--- config.mk ---
export PLATFORM = sky130hd
export DESIGN_NAME = pipe_ctrl_flat
export DESIGN_NICKNAME = d
export VERILOG_FILES = /design/src/rtl/pipe_ctrl_if.sv /design/src/rtl/pipe_ctrl.sv /design/src/flat_wrapper.sv
export SDC_FILE = /design/constraint.sdc
export NUM_CORES = 1
export LEC_CHECK = 0
export ABC_AREA = 1
export BUFFER_PORTS_ARGS = -buffer_cell sky130_fd_sc_hd__buf_2
export CAP_MARGIN = 10
export CORE_MARGIN = 5
export CORE_UTILIZATION = 35
export DETAILED_ROUTE_END_ITERATION = 6
export GPL_TIMING_DRIVEN = 0
export HOLD_SLACK_MARGIN = 0.02
export PLACE_DENSITY_LB_ADDON = 0.3
export SLEW_MARGIN = 20
export SYNTH_ARGS = -nofsm -noshare
export SYNTH_HDL_FRONTEND = slang
export SYNTH_SLANG_ARGS = --single-unit
--- constraint.sdc ---
create_clock -name clk_in -period 1.8 [get_ports clk_in]
set_input_delay 0.18 -clock clk_in [delete_from_list [all_inputs] [get_ports clk_in]]
set_output_delay 0.18 -clock clk_in [all_outputs]
set_load 0.02 [all_outputs]
--- src/rtl/pipe_ctrl_if.sv ---
// Handshake bundle between the pipeline stages and the central pipeline controller.
// The stages side uses the master modport; pipe_ctrl uses the slave modport.
interface pipe_ctrl_if #(
    parameter int ADDR_WIDTH = 32,
    parameter int CNT_WIDTH  = 32
);
    logic                  id_stallreq_in;
    logic                  exe_stallreq_in;
    logic                  bus_stallreq_in;
    logic                  jump_req_in;
    logic [ADDR_WIDTH-1:0] jump_addr_in;
    logic [4:0]            stall_out;
    logic [4:0]            flush_out;
    logic                  jump_out;
    logic [ADDR_WIDTH-1:0] jump_addr_out;
    logic                  bus_timeout_out;
    logic [CNT_WIDTH-1:0]  stall_cnt_out;

    modport master (
        output id_stallreq_in, exe_stallreq_in, bus_stallreq_in, jump_req_in, jump_addr_in,
        input  stall_out, flush_out, jump_out, jump_addr_out, bus_timeout_out, stall_cnt_out
    );

    modport slave (
        input  id_stallreq_in, exe_stallreq_in, bus_stallreq_in, jump_req_in, jump_addr_in,
        output stall_out, flush_out, jump_out, jump_addr_out, bus_timeout_out, stall_cnt_out
    );
endinterface

--- src/rtl/pipe_ctrl.sv ---
// Central pipeline controller: merges ID/EXE/bus stall requests into per-stage stall/flush
// vectors and sequences EXE redirects, deferring a redirect raised during a bus stall.
module pipe_ctrl #(
    parameter int ADDR_WIDTH  = 32,
    parameter int TIMEOUT_CYC = 1024,
    parameter int CNT_WIDTH   = 32
) (
    input  logic      clk_in,
    input  logic      reset_n_in,
    pipe_ctrl_if.slave pif
);
    localparam int                   RUN_WIDTH   = $clog2(TIMEOUT_CYC + 1);
    localparam logic [RUN_WIDTH-1:0] RUN_LIMIT   = RUN_WIDTH'(TIMEOUT_CYC);
    localparam logic [4:0]           STALL_ALL   = 5'b11111;
    localparam logic [4:0]           STALL_EXE   = 5'b00111;
    localparam logic [4:0]           STALL_ID    = 5'b00011;
    localparam logic [4:0]           FLUSH_REDIR = 5'b00110;
    localparam logic [4:0]           FLUSH_EXE   = 5'b01000;
    localparam logic [4:0]           FLUSH_ID    = 5'b00100;

    typedef enum logic [1:0] {
        ST_RUN      = 2'b00,
        ST_HOLD     = 2'b01,
        ST_REDIRECT = 2'b10
    } state_e;

    state_e                state_q, state_d;
    logic [ADDR_WIDTH-1:0] pend_addr_q, pend_addr_d;
    logic [RUN_WIDTH-1:0]  bus_run_q, bus_run_d;
    logic                  timeout_q, timeout_d;
    logic [CNT_WIDTH-1:0]  stall_cnt_q, stall_cnt_d;

    logic                  pending_s;
    logic [4:0]            stall_s;
    logic [4:0]            flush_s;
    logic                  jump_s;
    logic [ADDR_WIDTH-1:0] jump_addr_s;

    // Stall/flush priority decode and redirect sequencing; outputs forced quiet while in reset.
    always_comb begin
        state_d     = ST_RUN;
        pend_addr_d = pend_addr_q;
        pending_s   = 1'b0;
        stall_s     = 5'b00000;
        flush_s     = 5'b00000;
        jump_s      = 1'b0;
        jump_addr_s = {ADDR_WIDTH{1'b0}};
        case (state_q)
            ST_HOLD: pending_s = 1'b1;
            default: pending_s = 1'b0;
        endcase
        if (!reset_n_in) begin
            state_d = ST_RUN;
        end else if (pif.bus_stallreq_in) begin
            // First redirect target wins; later requests during the same stall are ignored.
            stall_s = STALL_ALL;
            if (pending_s) begin
                state_d = ST_HOLD;
            end else if (pif.jump_req_in) begin
                state_d     = ST_HOLD;
                pend_addr_d = pif.jump_addr_in;
            end else begin
                state_d = ST_RUN;
            end
        end else if (pending_s || pif.jump_req_in) begin
            flush_s     = FLUSH_REDIR;
            jump_s      = 1'b1;
            jump_addr_s = pending_s ? pend_addr_q : pif.jump_addr_in;
        end else if (pif.exe_stallreq_in) begin
            stall_s = STALL_EXE;
            flush_s = FLUSH_EXE;
        end else if (pif.id_stallreq_in) begin
            stall_s = STALL_ID;
            flush_s = FLUSH_ID;
        end else begin
            stall_s = 5'b00000;
            flush_s = 5'b00000;
        end
    end

    // Bus watchdog run length, sticky timeout flag and saturating stall-cycle counter.
    always_comb begin
        bus_run_d   = {RUN_WIDTH{1'b0}};
        stall_cnt_d = stall_cnt_q;
        if (pif.bus_stallreq_in) begin
            if (bus_run_q == RUN_LIMIT) begin
                bus_run_d = bus_run_q;
            end else begin
                bus_run_d = bus_run_q + RUN_WIDTH'(1);
            end
        end else begin
            bus_run_d = {RUN_WIDTH{1'b0}};
        end
        timeout_d = timeout_q | (bus_run_d == RUN_LIMIT);
        if ((|stall_s) && (stall_cnt_q != {CNT_WIDTH{1'b1}})) begin
            stall_cnt_d = stall_cnt_q + CNT_WIDTH'(1);
        end else begin
            stall_cnt_d = stall_cnt_q;
        end
    end

    // State register; reset drops any pending redirect.
    always_ff @(posedge clk_in or negedge reset_n_in) begin
        if (!reset_n_in) begin
            state_q     <= ST_RUN;
            pend_addr_q <= {ADDR_WIDTH{1'b0}};
            bus_run_q   <= {RUN_WIDTH{1'b0}};
            timeout_q   <= 1'b0;
            stall_cnt_q <= {CNT_WIDTH{1'b0}};
        end else begin
            state_q     <= state_d;
            pend_addr_q <= pend_addr_d;
            bus_run_q   <= bus_run_d;
            timeout_q   <= timeout_d;
            stall_cnt_q <= stall_cnt_d;
        end
    end

    assign pif.stall_out       = stall_s;
    assign pif.flush_out       = flush_s;
    assign pif.jump_out        = jump_s;
    assign pif.jump_addr_out   = jump_addr_s;
    assign pif.bus_timeout_out = timeout_q;
    assign pif.stall_cnt_out   = stall_cnt_q;
endmodule

--- src/flat_wrapper.sv ---
// flat-port wrapper written by rule: the top's interface ports become plain ports
module pipe_ctrl_flat 
#(
    parameter int ADDR_WIDTH  = 32,
    parameter int TIMEOUT_CYC = 1024,
    parameter int CNT_WIDTH   = 32
)
  (clk_in, reset_n_in, pif_id_stallreq_in, pif_exe_stallreq_in, pif_bus_stallreq_in, pif_jump_req_in, pif_jump_addr_in, pif_stall_out, pif_flush_out, pif_jump_out, pif_jump_addr_out, pif_bus_timeout_out, pif_stall_cnt_out);
  pipe_ctrl_if #(.ADDR_WIDTH(ADDR_WIDTH), .CNT_WIDTH(CNT_WIDTH)) pif_i ();
  input  logic clk_in;
  input  logic reset_n_in;
  input wire logic [$bits(pif_i.id_stallreq_in)-1:0] pif_id_stallreq_in;
  input wire logic [$bits(pif_i.exe_stallreq_in)-1:0] pif_exe_stallreq_in;
  input wire logic [$bits(pif_i.bus_stallreq_in)-1:0] pif_bus_stallreq_in;
  input wire logic [$bits(pif_i.jump_req_in)-1:0] pif_jump_req_in;
  input wire logic [$bits(pif_i.jump_addr_in)-1:0] pif_jump_addr_in;
  output wire logic [$bits(pif_i.stall_out)-1:0] pif_stall_out;
  output wire logic [$bits(pif_i.flush_out)-1:0] pif_flush_out;
  output wire logic [$bits(pif_i.jump_out)-1:0] pif_jump_out;
  output wire logic [$bits(pif_i.jump_addr_out)-1:0] pif_jump_addr_out;
  output wire logic [$bits(pif_i.bus_timeout_out)-1:0] pif_bus_timeout_out;
  output wire logic [$bits(pif_i.stall_cnt_out)-1:0] pif_stall_cnt_out;
  assign pif_i.id_stallreq_in = pif_id_stallreq_in;
  assign pif_i.exe_stallreq_in = pif_exe_stallreq_in;
  assign pif_i.bus_stallreq_in = pif_bus_stallreq_in;
  assign pif_i.jump_req_in = pif_jump_req_in;
  assign pif_i.jump_addr_in = pif_jump_addr_in;
  assign pif_stall_out = pif_i.stall_out;
  assign pif_flush_out = pif_i.flush_out;
  assign pif_jump_out = pif_i.jump_out;
  assign pif_jump_addr_out = pif_i.jump_addr_out;
  assign pif_bus_timeout_out = pif_i.bus_timeout_out;
  assign pif_stall_cnt_out = pif_i.stall_cnt_out;
  pipe_ctrl #(.ADDR_WIDTH(ADDR_WIDTH), .TIMEOUT_CYC(TIMEOUT_CYC), .CNT_WIDTH(CNT_WIDTH)) u_core (.clk_in(clk_in), .reset_n_in(reset_n_in), .pif(pif_i));
endmodule
==> results.txt <==
----------------------------------------------------
[Global routing]
  Total grt overflow ... 0
  Global-route wire length before repair ... 20.0 mm
  Initial antenna violation count ... 0
  Vias in the first global route ... 4191
  Largest net degree at the start of global routing ... 40
  Overall routing resource usage ... 0.163

[Floorplan]
  # IOs ... 114
  Area of the die ... 0.0154 mm²
  # rows ... 41
  Die height ... 124 µm
  Initial Utilization ... 0.359
  Die W ... around 120 µm
  Core Box Area ... 0.0127 mm²

[Drt]
  Drt pass-1 iters ... 4
  Wire length reported by the detailed router ... 12.7 mm
  Drt wl/cell ... between 10 and 15 µm
  Post-DRT Antenna Nets ... 0
  Vias after detailed routing ... about 4.3k
  Number of design-rule violations left by the first detailed-router iteration ... around 200
  Per-cell via count in the routed design ... 4.80
  Post-detailed-route DRC marker count ... 0

[Synthesis]
  Leading cell type by number of instances after synthesis ... sky130_fd_sc_hd__nand2_1
  Share of synthesized area occupied by flip-flops and latches ... 0.422
  Cells taking the most area after synthesis ... sky130_fd_sc_hd__dfrtp_1 (42%), sky130_fd_sc_hd__nand2_1 (14%), sky130_fd_sc_hd__nor2_1 (6.5%), sky130_fd_sc_hd__mux2_2 (5.9%), sky130_fd_sc_hd__a22oi_1 (5.3%)
  Predominant post-synthesis flop cell ... sky130_fd_sc_hd__dfrtp_1
  Per-instance average area after synthesis ... 7.98 µm²
  Ys async rst share ... 1.00
  Synth warn ... 0
  Most frequent cells after synthesis ... sky130_fd_sc_hd__nand2_1 (174), sky130_fd_sc_hd__nor2_1 (79), sky130_fd_sc_hd__dfrtp_1 (77)
  Cell type contributing the most total cell area after synthesis ... sky130_fd_sc_hd__dfrtp_1
  Post-synth EDFFs ... 0
  Area fraction of the dominant cell type after synthesis ... 0.422
  Yosys cell types ... 34
  Cell Area, Synth ... 0.00456 mm²
  Count of mapped cells out of synthesis ... 572
  #FFs+latches synth ... 77

[CTS]
  CTS Sinks ... 77
  Clock tree from TritonCTS ... built
  Cts bufs inserted ... 9
  CTS max path bufs ... 2
  Clock insertion delay at the later pin of the skew report ... 0.32 ns
  Buffer type at the clock tree root ... sky130_fd_sc_hd__clkbuf_16
  Clk pin slew, worst setup/hold paths ... 0.06 ns
  Number of levels the H-tree was split into ... 3

[Worst setup path]
  Highest net fanout along the worst path ... 8
  Required time worst endpoint ... 1.62 ns
  Sort of element at the start of the critical path ... register
  Critical register-to-register path endpoint ... u_core.pif.stall_cnt_out[22]
  Worst reg2reg startpoint ... u_core.pif.stall_cnt_out[11]
  Depth of the worst register-to-register path ... 10
  Capture point of the critical path ... pif_jump_addr_out[18]
  Worst setup slack for register-to-register paths ... 0.09 ns
  Worst setup EP type ... output pin
  Arr. time, crit path ... about 1.6 ns
  Setup crit start ... u_core.state_q[0]
  Path type of the worst setup path ... register to output pin

[Run status]
  Status ... finished, final reports clean

[STA]
  Setup-failing EPs final ... 0
  Final setup margin ... between 0.04 and 0.05 ns
  Final Cycle Share ... 0.974
  Period minus WS final ... about 1.8 ns
  Clock skew after layout ... 0.00383 ns
  Setup repair after global routing missed its margin ... yes
  Slew Viols, Final ... 0
  Highest clock frequency the design can meet ... ~570 MHz
  Count of endpoints failing hold in the final timing report ... 0

[Layout]
  Diodes inserted ... 0
  Area Overhead vs Synth ... 34.2%
  Final std cells w/o fill ... between 800 and 900
  Layout cell share with drive strength beyond 1 ... 0.316
  Count of nets after finishing ... 756

[Power and ir drop]
  Ratio of total power to cell area ... 818 mW/mm²
  Leakage power ... 3.12 nW
  Total design power ... 5.01 mW
  IR Drop Worst-Case VDD ... between 0.0003 and 0.0004 V

[Place]
  Minimum setup slack after placement ... -0.375 ns
  Placer Congestion ... 0.878
  Sum of net half-perimeters after detailed placement ... 9.19 mm
  Number of placed instances with taps included ... 857
  Count of input and output buffers ... roughly 110

[Flow run]
  Max Cap Violations ... 0

[Hold path]
  Class of the tightest hold or removal check ... primary input to register
  Number of cells traversed by the worst hold path ... 2

----------------------------------------------------
cell families (layout without fill, tap and decap cells):
| kind of cell | count (synthesis) | count (layout) | synth area share |
|---|---|---|---|
| mux | 32 | 32 | 0.0789 |
| compound gates | 46 | 46 | 0.0710 |
| flops | 77 | 77 | 0.422 |
| xor+xnor | 29 | 29 | 0.0556 |
| fa+ha+maj | 3 | 3 | 0.00822 |
| simple gates | 309 | 309 | 0.285 |
| buf+inv | 75 | 221 | 0.0781 |
| other cells | 1 | 2 | 0.000822 |
layer usage:
layer | vias to the layer above | share of wire | GRT usage
met1 | 2035 | 0.44 | 0.212
li1 | 2120 | - | -
met4 | 0 | 0.010 | 0.0431
met5 | - | 0 | 0
met2 | 111 | 0.51 | 0.277
met3 | 12 | 0.040 | 0.0309
what timing repair did:
| item | in CTS | in global routing |
|---|---|---|
| cloned | 0 | 3 |
| hold buffers | 4 | 0 |
| endpoints found under the hold margin | 77 | 0 |
| endpoints found under the setup margin | 64 | 52 |
| setup buffers | 5 | 8 |
| pin swaps | 3 | 10 |
| gates resized for setup | 21 | 49 |
registers in the layout (all words and copies together) (netlist names):
name	flops
u_core.bus_run_q	11
u_core.pif.bus_timeout_out	1
u_core.state_q	1
u_core.pend_addr_q	32
u_core.pif.stall_cnt_out	32
where the power goes:
group,switching [mW],internal [mW],leakage (nW),total [mW]
clock network,0.712,1.25,0.151,1.96
logic,0.511,0.462,1.99,0.973
registers,0.143,1.93,0.981,2.08
worst max-delay path, stage by stage (launching register included):
cell,delay [ns]
sky130_fd_sc_hd__dfrtp_2,0.48
sky130_fd_sc_hd__nor2_4,0.15
sky130_fd_sc_hd__buf_12,0.15
sky130_fd_sc_hd__clkbuf_16,0.14
sky130_fd_sc_hd__a22oi_1,0.06
sky130_fd_sc_hd__nor2_1,0.12
sky130_fd_sc_hd__buf_4,0.16
metrics by stage:
| step | cell area, µm² | TNS [ns] | hold slack, ns | utilization |
|---|---|---|---|---|
| 2_1_floorplan | 4570 | 0 | -0.116 | - |
| 3_3_place_gp | 5340 | -114.45 | 0.410 | 0.420 |
| 3_5_place_dp | 5360 | -22.46 | 0.205 | 0.421 |
| 4_1_cts | 5850 | 0 | 0.0762 | 0.460 |
| 5_1_grt | 6130 | -0.189 | 0.0821 | 0.482 |
| 6_report | 6130 | 0 | 0.0885 | 0.482 |
cell usage in the layout (no fill, tap or decap), types with 2 or more instances in the layout:
cell,Yosys,layout
sky130_fd_sc_hd__a21oi_1,2,2
sky130_fd_sc_hd__a22oi_1,32,27
sky130_fd_sc_hd__a22oi_2,0,5
sky130_fd_sc_hd__buf_12,0,4
sky130_fd_sc_hd__buf_2,4,84
sky130_fd_sc_hd__buf_4,8,49
sky130_fd_sc_hd__buf_6,5,5
sky130_fd_sc_hd__buf_8,0,3
sky130_fd_sc_hd__bufinv_16,0,2
sky130_fd_sc_hd__clkbuf_1,10,3
sky130_fd_sc_hd__clkbuf_16,0,12
sky130_fd_sc_hd__clkbuf_2,0,4
sky130_fd_sc_hd__clkinvlp_4,0,2
sky130_fd_sc_hd__conb_1,1,2
sky130_fd_sc_hd__dfrtp_1,77,69
sky130_fd_sc_hd__dfrtp_2,0,8
sky130_fd_sc_hd__dlygate4sd3_1,0,2
sky130_fd_sc_hd__ha_1,3,2
sky130_fd_sc_hd__inv_1,45,45
sky130_fd_sc_hd__inv_2,2,2
sky130_fd_sc_hd__mux2_1,8,8
sky130_fd_sc_hd__mux2_2,24,24
sky130_fd_sc_hd__nand2_1,174,173
sky130_fd_sc_hd__nand2_2,3,4
sky130_fd_sc_hd__nand3_1,21,21
sky130_fd_sc_hd__nand3b_1,2,2
sky130_fd_sc_hd__nand4_1,9,9
sky130_fd_sc_hd__nor2_1,79,78
sky130_fd_sc_hd__nor2_2,4,3
sky130_fd_sc_hd__nor2_4,2,4
sky130_fd_sc_hd__nor3_1,10,9
sky130_fd_sc_hd__nor3_2,1,2
sky130_fd_sc_hd__o21ai_0,8,8
sky130_fd_sc_hd__xnor2_1,13,13
sky130_fd_sc_hd__xor2_1,16,16
cell type report:
type / count / area (µm²)
Sequential cell: 77 / 1940
Timing Repair Buffer: 132 / 916
Multi-Input combinational cell: 421 / 2350
Tap cell: 172 / 215
Inverter: 48 / 183
Clock buffer: 10 / 239
Fill cell: 1265 / 6600
Clock inverter: 5 / 83.8
Buffer: 26 / 208
worst min-delay path by stage:
stage,startpoint,to
after floorplan,reset_n_in,u_core.bus_run_q[0]
after global placement,pif_jump_addr_in[21],u_core.pend_addr_q[21]
after detailed placement,reset_n_in,u_core.pif.stall_cnt_out[23]
after CTS,pif_jump_addr_in[30],u_core.pend_addr_q[30]
after global routing,pif_jump_addr_in[26],u_core.pend_addr_q[26]
final,pif_jump_addr_in[13],u_core.pend_addr_q[13]
No activity file was read; power rests on OpenSTA's default activity.
